===== src/rtl/ysyx_23060191_mdu_pkg.sv =====
// Shared definitions for the RV32M multiply/divide sequencer: op encodings,
// FSM states, iteration count and op-class helpers.
package ysyx_23060191_mdu_pkg;

  localparam int CPU_WIDTH     = 32;
  localparam int MDU_ITER      = 32;
  localparam int ALU_OPT_WIDTH = 5;
  localparam int CNT_WIDTH     = 5;

  typedef logic [ALU_OPT_WIDTH-1:0] alu_op_t;

  // Encodings shared with the single-cycle ALU.
  localparam alu_op_t ALU_MUL   = 5'd10;
  localparam alu_op_t ALU_MULH  = 5'd11;
  localparam alu_op_t ALU_MULHU = 5'd12;
  localparam alu_op_t ALU_DIV   = 5'd13;
  localparam alu_op_t ALU_DIVU  = 5'd14;
  localparam alu_op_t ALU_REM   = 5'd15;
  localparam alu_op_t ALU_REMU  = 5'd16;

  typedef enum logic [1:0] {
    MDU_IDLE = 2'd0,
    MDU_CALC = 2'd1,
    MDU_DONE = 2'd2
  } mdu_state_e;

  typedef enum logic {
    STEP_MUL = 1'b0,
    STEP_DIV = 1'b1
  } step_mode_e;

  function automatic logic is_mul_op(input alu_op_t op);
    return op inside {ALU_MUL, ALU_MULH, ALU_MULHU};
  endfunction

  function automatic logic is_div_op(input alu_op_t op);
    return op inside {ALU_DIV, ALU_DIVU};
  endfunction

  function automatic logic is_rem_op(input alu_op_t op);
    return op inside {ALU_REM, ALU_REMU};
  endfunction

  function automatic logic is_signed_op(input alu_op_t op);
    return op inside {ALU_MULH, ALU_DIV, ALU_REM};
  endfunction

endpackage


===== src/rtl/ysyx_23060191_mdu_step.sv =====
// One iteration of shift-add multiply or restoring shift-subtract divide on
// the {hi, lo} accumulator.
module ysyx_23060191_mdu_step
  import ysyx_23060191_mdu_pkg::*;
(
  input  step_mode_e               mode,
  input  logic [2*CPU_WIDTH-1:0]   acc_i,
  input  logic [CPU_WIDTH-1:0]     operand_i,
  output logic [2*CPU_WIDTH-1:0]   acc_o,
  output logic                     q_bit_o
);

  logic [CPU_WIDTH:0] sum;
  logic [CPU_WIDTH:0] shifted;
  logic [CPU_WIDTH:0] diff;

  // NOTE: every output of a combinational block gets a default first, so no
  // path leaves it unassigned and no latch is inferred.
  always_comb begin
    acc_o   = '0;
    q_bit_o = 1'b0;
    sum     = {1'b0, acc_i[2*CPU_WIDTH-1:CPU_WIDTH]}
            + {1'b0, (acc_i[0] ? operand_i : {CPU_WIDTH{1'b0}})};
    // shifted < 2*divisor, so a 33-bit difference cannot overflow its sign.
    shifted = acc_i[2*CPU_WIDTH-1:CPU_WIDTH-1];
    diff    = shifted - {1'b0, operand_i};

    if (mode == STEP_MUL) begin
      acc_o = {sum, acc_i[CPU_WIDTH-1:1]};
    end else begin
      q_bit_o = ~diff[CPU_WIDTH];
      acc_o   = {(q_bit_o ? diff[CPU_WIDTH-1:0] : shifted[CPU_WIDTH-1:0]),
                 acc_i[CPU_WIDTH-2:0], 1'b0};
    end
  end

endmodule


===== src/rtl/ysyx_23060191_mdu_seq.sv =====
// Iterative RV32M multiply/divide unit with valid/ready handshakes; owns the
// FSM, iteration counter, sign handling and divide fast paths.
module ysyx_23060191_mdu_seq
  import ysyx_23060191_mdu_pkg::*;
(
  input  logic                     i_clk,
  input  logic                     i_rst_n,
  input  logic                     i_valid,
  output logic                     o_ready,
  input  logic [ALU_OPT_WIDTH-1:0] i_op,
  input  logic [CPU_WIDTH-1:0]     i_src1,
  input  logic [CPU_WIDTH-1:0]     i_src2,
  input  logic                     i_flush,
  output logic                     o_valid,
  input  logic                     i_ready,
  output logic [CPU_WIDTH-1:0]     o_res,
  output logic                     o_busy
);

  localparam logic [CNT_WIDTH-1:0] CNT_LAST = CNT_WIDTH'(MDU_ITER - 1);
  localparam logic [CPU_WIDTH-1:0] INT_MIN  = {1'b1, {(CPU_WIDTH-1){1'b0}}};

  mdu_state_e             state_q, state_d;
  logic [CNT_WIDTH-1:0]   cnt_q, cnt_d;
  alu_op_t                op_q, op_d;
  logic                   neg_q, neg_d;
  logic [2*CPU_WIDTH-1:0] acc_q, acc_d;
  logic [CPU_WIDTH-1:0]   operand_q, operand_d;
  logic [CPU_WIDTH-1:0]   res_q, res_d;
  logic                   valid_q, valid_d;

  step_mode_e             step_mode;
  logic [2*CPU_WIDTH-1:0] step_acc;
  logic                   step_q_bit;
  logic [2*CPU_WIDTH-1:0] acc_next;
  logic [2*CPU_WIDTH-1:0] prod;
  logic [CPU_WIDTH-1:0]   final_res;

  logic                   s1, s2;
  logic [CPU_WIDTH-1:0]   mag1, mag2;

  assign step_mode = is_mul_op(op_q) ? STEP_MUL : STEP_DIV;

  ysyx_23060191_mdu_step u_step (
    .mode      (step_mode),
    .acc_i     (acc_q),
    .operand_i (operand_q),
    .acc_o     (step_acc),
    .q_bit_o   (step_q_bit)
  );

  // The step leaves bit 0 clear when dividing; the quotient bit lands here.
  assign acc_next = {step_acc[2*CPU_WIDTH-1:1], step_acc[0] | step_q_bit};

  // Sign fixup and result selection for the last iteration.
  always_comb begin
    prod      = neg_q ? (~acc_next + 1'b1) : acc_next;
    final_res = '0;
    case (op_q)
      ALU_MUL:              final_res = prod[CPU_WIDTH-1:0];
      ALU_MULH, ALU_MULHU:  final_res = prod[2*CPU_WIDTH-1:CPU_WIDTH];
      ALU_DIV, ALU_DIVU:    final_res = neg_q ? (~acc_next[CPU_WIDTH-1:0] + 1'b1)
                                              : acc_next[CPU_WIDTH-1:0];
      ALU_REM, ALU_REMU:    final_res = neg_q ? (~acc_next[2*CPU_WIDTH-1:CPU_WIDTH] + 1'b1)
                                              : acc_next[2*CPU_WIDTH-1:CPU_WIDTH];
      default:              final_res = '0;
    endcase
  end

  always_comb begin
    s1   = is_signed_op(i_op) & i_src1[CPU_WIDTH-1];
    s2   = is_signed_op(i_op) & i_src2[CPU_WIDTH-1];
    mag1 = s1 ? (~i_src1 + 1'b1) : i_src1;
    mag2 = s2 ? (~i_src2 + 1'b1) : i_src2;
  end

  always_comb begin
    state_d   = state_q;
    cnt_d     = cnt_q;
    op_d      = op_q;
    neg_d     = neg_q;
    acc_d     = acc_q;
    operand_d = operand_q;
    res_d     = res_q;
    valid_d   = valid_q;

    case (state_q)
      MDU_IDLE: begin
        if (i_valid && !i_flush) begin
          op_d  = i_op;
          cnt_d = '0;
          neg_d = is_rem_op(i_op) ? s1 : (s1 ^ s2);
          if (is_mul_op(i_op)) begin
            acc_d     = {{CPU_WIDTH{1'b0}}, mag2};
            operand_d = mag1;
            state_d   = MDU_CALC;
          end else if (is_div_op(i_op) || is_rem_op(i_op)) begin
            if (i_src2 == '0) begin
              res_d   = is_div_op(i_op) ? '1 : i_src1;
              valid_d = 1'b1;
              state_d = MDU_DONE;
            end else if (is_signed_op(i_op) && i_src1 == INT_MIN && i_src2 == '1) begin
              res_d   = is_div_op(i_op) ? INT_MIN : '0;
              valid_d = 1'b1;
              state_d = MDU_DONE;
            end else begin
              acc_d     = {{CPU_WIDTH{1'b0}}, mag1};
              operand_d = mag2;
              state_d   = MDU_CALC;
            end
          end else begin
            res_d   = '0;
            valid_d = 1'b1;
            state_d = MDU_DONE;
          end
        end
      end
      MDU_CALC: begin
        acc_d = acc_next;
        if (cnt_q == CNT_LAST) begin
          res_d   = final_res;
          valid_d = 1'b1;
          state_d = MDU_DONE;
        end else begin
          cnt_d = cnt_q + 1'b1;
        end
      end
      MDU_DONE: begin
        if (i_ready) begin
          valid_d = 1'b0;
          state_d = MDU_IDLE;
        end
      end
      default: state_d = MDU_IDLE;
    endcase

    // Flush wins over accept and handoff; o_res and cnt keep their values.
    if (i_flush) begin
      state_d = MDU_IDLE;
      valid_d = 1'b0;
      res_d   = res_q;
      cnt_d   = cnt_q;
    end
  end

  // NOTE: state is updated with non-blocking assignments so every flop
  // samples the pre-edge values of the others.
  always_ff @(posedge i_clk) begin
    if (!i_rst_n) begin
      state_q <= MDU_IDLE;
      cnt_q   <= '0;
      res_q   <= '0;
      valid_q <= 1'b0;
    end else begin
      state_q <= state_d;
      cnt_q   <= cnt_d;
      res_q   <= res_d;
      valid_q <= valid_d;
    end
  end

  // NOTE: datapath registers are always loaded at accept before being read,
  // so they carry no reset.
  always_ff @(posedge i_clk) begin
    op_q      <= op_d;
    neg_q     <= neg_d;
    acc_q     <= acc_d;
    operand_q <= operand_d;
  end

  assign o_ready = (state_q == MDU_IDLE);
  assign o_busy  = (state_q != MDU_IDLE);
  assign o_valid = valid_q;
  assign o_res   = res_q;

endmodule


===== config.mk =====
export PLATFORM = sky130hd
export DESIGN_NAME = ysyx_23060191_mdu_seq
export DESIGN_NICKNAME = d
export VERILOG_FILES = /design/src/rtl/ysyx_23060191_mdu_pkg.sv /design/src/rtl/ysyx_23060191_mdu_step.sv /design/src/rtl/ysyx_23060191_mdu_seq.sv
export SDC_FILE = /design/constraint.sdc
export NUM_CORES = 1
export LEC_CHECK = 0
export ABC_CLOCK_PERIOD_IN_PS = 5550
export BUFFER_PORTS_ARGS = -buffer_cell sky130_fd_sc_hd__buf_2
export CAP_MARGIN = 25
export CORE_AREA = 8 8 174 176
export CTS_BUF_LIST = sky130_fd_sc_hd__clkbuf_16
export CTS_CLUSTER_DIAMETER = 120
export CTS_CLUSTER_SIZE = 30
export DETAILED_ROUTE_END_ITERATION = 10
export DIE_AREA = 0 0 182 184
export PLACE_DENSITY_LB_ADDON = 0.12
export SETUP_SLACK_MARGIN = 0.05
export SLEW_MARGIN = 10
export SYNTH_ARGS = -nofsm -noshare
export SYNTH_HDL_FRONTEND = slang
export SYNTH_HIERARCHICAL = 1
export SYNTH_SLANG_ARGS = --single-unit
export TNS_END_PERCENT = 100

===== constraint.sdc =====
create_clock -name i_clk -period 5.55 [get_ports i_clk]
set_clock_uncertainty 0.05 [all_clocks]
set_input_delay 1.11 -clock i_clk [delete_from_list [all_inputs] [get_ports i_clk]]
set_output_delay 1.11 -clock i_clk [all_outputs]
set_load 0.03 [all_outputs]

==> results.json <==
{
  "status": "finished, final reports clean",
  "drt_iter0_markers": 2199,
  "p_clk_share_pct": 34.9,
  "ys.flop_type": "edfxtp_1",
  "power_uw": 3320,
  "drv_cap": 0,
  "grt_antenna_before_repair": 0,
  "grt_usage_pct": 35.1,
  "ys_ff_latch": 142,
  "crit_top_cell": "buf_4",
  "pwr-share-seq_pct": 36.6,
  "synth_cell_type_count": 87,
  "cp.arrival_ns": 5.63,
  "nets": 2267,
  "synth_area_sq_um": 15200,
  "syn2layout_area_growth_pct": 17.4,
  "fin_util_pct": 65.0,
  "cts_tree": "done",
  "synth_nets": 2091,
  "num_io_pins": 109,
  "core-area_sq_um": 27500,
  "grt.overflow.total": 0,
  "synth_edf_count": 102,
  "syn_inst": 1944,
  "grt_first_pass_wirelength_microns": 91600,
  "finalWorstSetupSlack_ns": 0.213,
  "layout_commonest_cell": "nor2_1",
  "finalCritPeriodShare_pct": 96.2,
  "combPwrFrac_pct": 28.5,
  "cp_cell_sequence": "ha_2 -> fa_2 -> nor2b_4 -> o2111ai_4 -> a2111oi_4 -> buf_4 -> or3_1 -> and2_4 -> a311oi_4 -> buf_12 -> buf_4 -> and2_1 -> buf_4 -> a21o_1 -> nor4_4 -> buf_4 -> nand4_1 -> or4_1 -> a21oi_1 -> a311oi_2 -> buf_4 -> o311a_1",
  "routed_wl_microns": 59900,
  "p_leak_uw": 0.00725,
  "worstPathRequired_ns": 5.84,
  "slowest_stage": "or4_1",
  "synthArstFlopShare_pct": 0,
  "max-slew-margin-rel_pct": 29.1,
  "tightest_slew_ns": 1.06,
  "vias": 16700,
  "powerDensity_nw_per_um2": 186,
  "htree_num_levels": 4,
  "cts.path.max_buffers": 2,
  "dieArea_sq_um": 33500,
  "start_util_pct": 55.4,
  "timing_hold_violations_final": 0,
  "hold_buffers": 0,
  "yosys.area.top_type": "edfxtp_1",
  "critPathKind": "reg2reg",
  "cp_top_family": "simple AND/OR/NAND/NOR gates",
  "numCtsBuffers": 17,
  "p_sw_uw": 1140,
  "synth_area_per_cell_sq_um": 7.83,
  "endpoint_kind": "flip-flop",
  "die_w_microns": 182,
  "synthTopCellsByArea": "edfxtp_1 20%, ha_1 5.8%, dfxtp_1 5.3%, a21oi_1 5.1%, nor2_1 5.0%",
  "die_y_microns": 184,
  "clock.fmax_mhz": 187,
  "fillCellCount": 2367,
  "post-route-drc-count": 0,
  "via_per_inst": 6.72,
  "clock-sinks": 142,
  "clock_latency_ns": 0.45,
  "finalSetupViolations": 0,
  "yosys.area.top_type_share_pct": 20.1,
  "gp_congestion": 1.06,
  "cts.reportedPaths.clkPinSlew_ns": 0.07,
  "intPower_uw": 2170,
  "crit_fanout": 6,
  "final_cell_mix": "200 x nor2_1, 159 x nand2_1, 155 x buf_4, 152 x a21oi_1, 108 x buf_2",
  "hpwl_microns": 47000,
  "cts-root-buf": "clkbuf_16",
  "wl_per_cell_microns": 24.2,
  "num_rows": 61,
  "grt_pass1_vias": 15800,
  "p_sw_share_pct": 34.5,
  "drive_gt1_share_pct": 19.5,
  "grt_max_degree": 65,
  "regArea_sq_um": 3860,
  "slew_violations": 0,
  "dr.pass1.iters": 6,
  "portBuffers": 108,
  "postRouteAntennaNets": 0,
  "yosysWarnings": 6,
  "critPathLaunchType": "flip-flop",
  "place_ws_ns": -0.613,
  "num_antenna_cells": 0,
  "critPathMaxStageDelay_ns": 0.52,
  "finalCriticalPeriod_ns": 5.34,
  "crit_buf_inv": 6,
  "vdd_drop_max_v": 0.000190,
  "hold_path.class": "reg2reg",
  "synth_seq_area_share_pct": 25.4,
  "multi_input_area_sq_um": 10900
}
==> power groups by stage <==
stage	Combinational [uW]	Sequential [uW]	Clock [uW]
floorplan	535	1250	0
finish	944	1210	1160
detailed placement	881	1240	0
CTS	895	1210	1150
global placement	875	1230	0
global route	1010	1220	1200
==> metal layers <==
metal	vias up	wire length [microns]	GRT usage (%)	share of wire [%]
met4	0	3340	18.3	5.6
met2	999	26600	55.9	44
li1	7596	-	-	-
met5	-	0	0	0
met1	7874	24200	44.3	40
met3	201	5750	7.17	9.6
==> area by class of cell <==
| class | count | area share [%] |
|---|---|---|
| Clock buffer | 19 | 2.66 |
| Clock inverter | 13 | 0.539 |
| Inverter | 72 | 1.51 |
| Multi-Input combinational cell | 1619 | 61.2 |
| Sequential cell | 142 | 21.6 |
| Tap cell | 346 | 2.42 |
| Timing Repair Buffer | 268 | 10.0 |
==> path summary, 6_finish.rpt <==
path	startpoint	endpoint	slack [ns]	cells past startpoint
setup / recovery	operand_q[0]$_DFFE_PP_	o_res[24]$_SDFFE_PN0P_	0.21	22
hold / removal	cnt_q[3]$_SDFFE_PN0P_	cnt_q[3]$_SDFFE_PN0P_	0.45	2
setup reg to reg	operand_q[0]$_DFFE_PP_	o_res[24]$_SDFFE_PN0P_	0.21	22
hold reg to reg	cnt_q[3]$_SDFFE_PN0P_	cnt_q[3]$_SDFFE_PN0P_	0.45	2
==> per-stage QoR <==
step	instances	hold slack (ns)	cell area [sq um]	setup TNS, ns
after global routing	2479	0.460	17900	-0.0144
final	2479	0.446	17900	0
after floorplan	1944	0.404	15200	0
after CTS	2472	0.450	17600	0
after detailed placement	2438	0.438	16900	-8.73
after global placement	2438	0.421	16900	-6.67
==> state kept, by name (all words and copies together), names as in the netlist <==
register,count
neg_q,1
acc_q,64
op_q,5
operand_q,32
cnt_q,5
state_q,2
o_valid,1
o_res,32
==> kinds of logic after synthesis <==
| logic type | count (synthesis) | synth area share [%] |
|---|---|---|
| AOI/OAI and AO/OA | 558 | 24.0 |
| xor gates and xnor gates | 146 | 8.40 |
| adders and majority gates | 73 | 6.10 |
| buffers and inverters | 183 | 4.84 |
| DFF | 142 | 25.4 |
| muxes | 104 | 7.21 |
| and+or+nand+nor | 738 | 24.0 |
==> worst register-to-register path, delay by kind of cell, from the launching register on <==
| kind | cells | cell delay [ns] |
|---|---|---|
| DFF | 1 | 0.39 |
| and+or+nand+nor | 7 | 1.62 |
| AOI/OAI and AO/OA | 7 | 1.50 |
| adders and majority gates | 2 | 0.63 |
| buffers and inverters | 6 | 1.04 |
==> timing repair <==
item	4_1_cts	5_1_grt
cloned	0	1
endpoints found under the setup margin	29	26
buffers inserted	2	6
pin swaps	3	14
endpoints found under the hold margin	0	0
resized for setup	16	49
==> Yosys cell counts, drive strengths merged (9+ instances only) <==
cell type / count
or3: 25
o221ai: 11
nand2: 159
ha: 71
and4: 10
xor2: 62
or4: 17
buf: 25
nor2b: 16
a31oi: 27
nor4: 34
xnor2: 84
dfxtp: 40
nand3: 43
clkbuf: 86
and2: 66
o211ai: 23
inv: 72
or2: 9
nor2: 204
a21o: 35
o41ai: 14
o21ai: 118
o22ai: 18
a311oi: 17
o21a: 9
a21oi: 155
nand2b: 20
and3: 16
nor3: 78
nand4: 23
mux2: 45
a211oi: 20
edfxtp: 102
o31ai: 25
mux2i: 59
(Power assumes the default switching activity.)
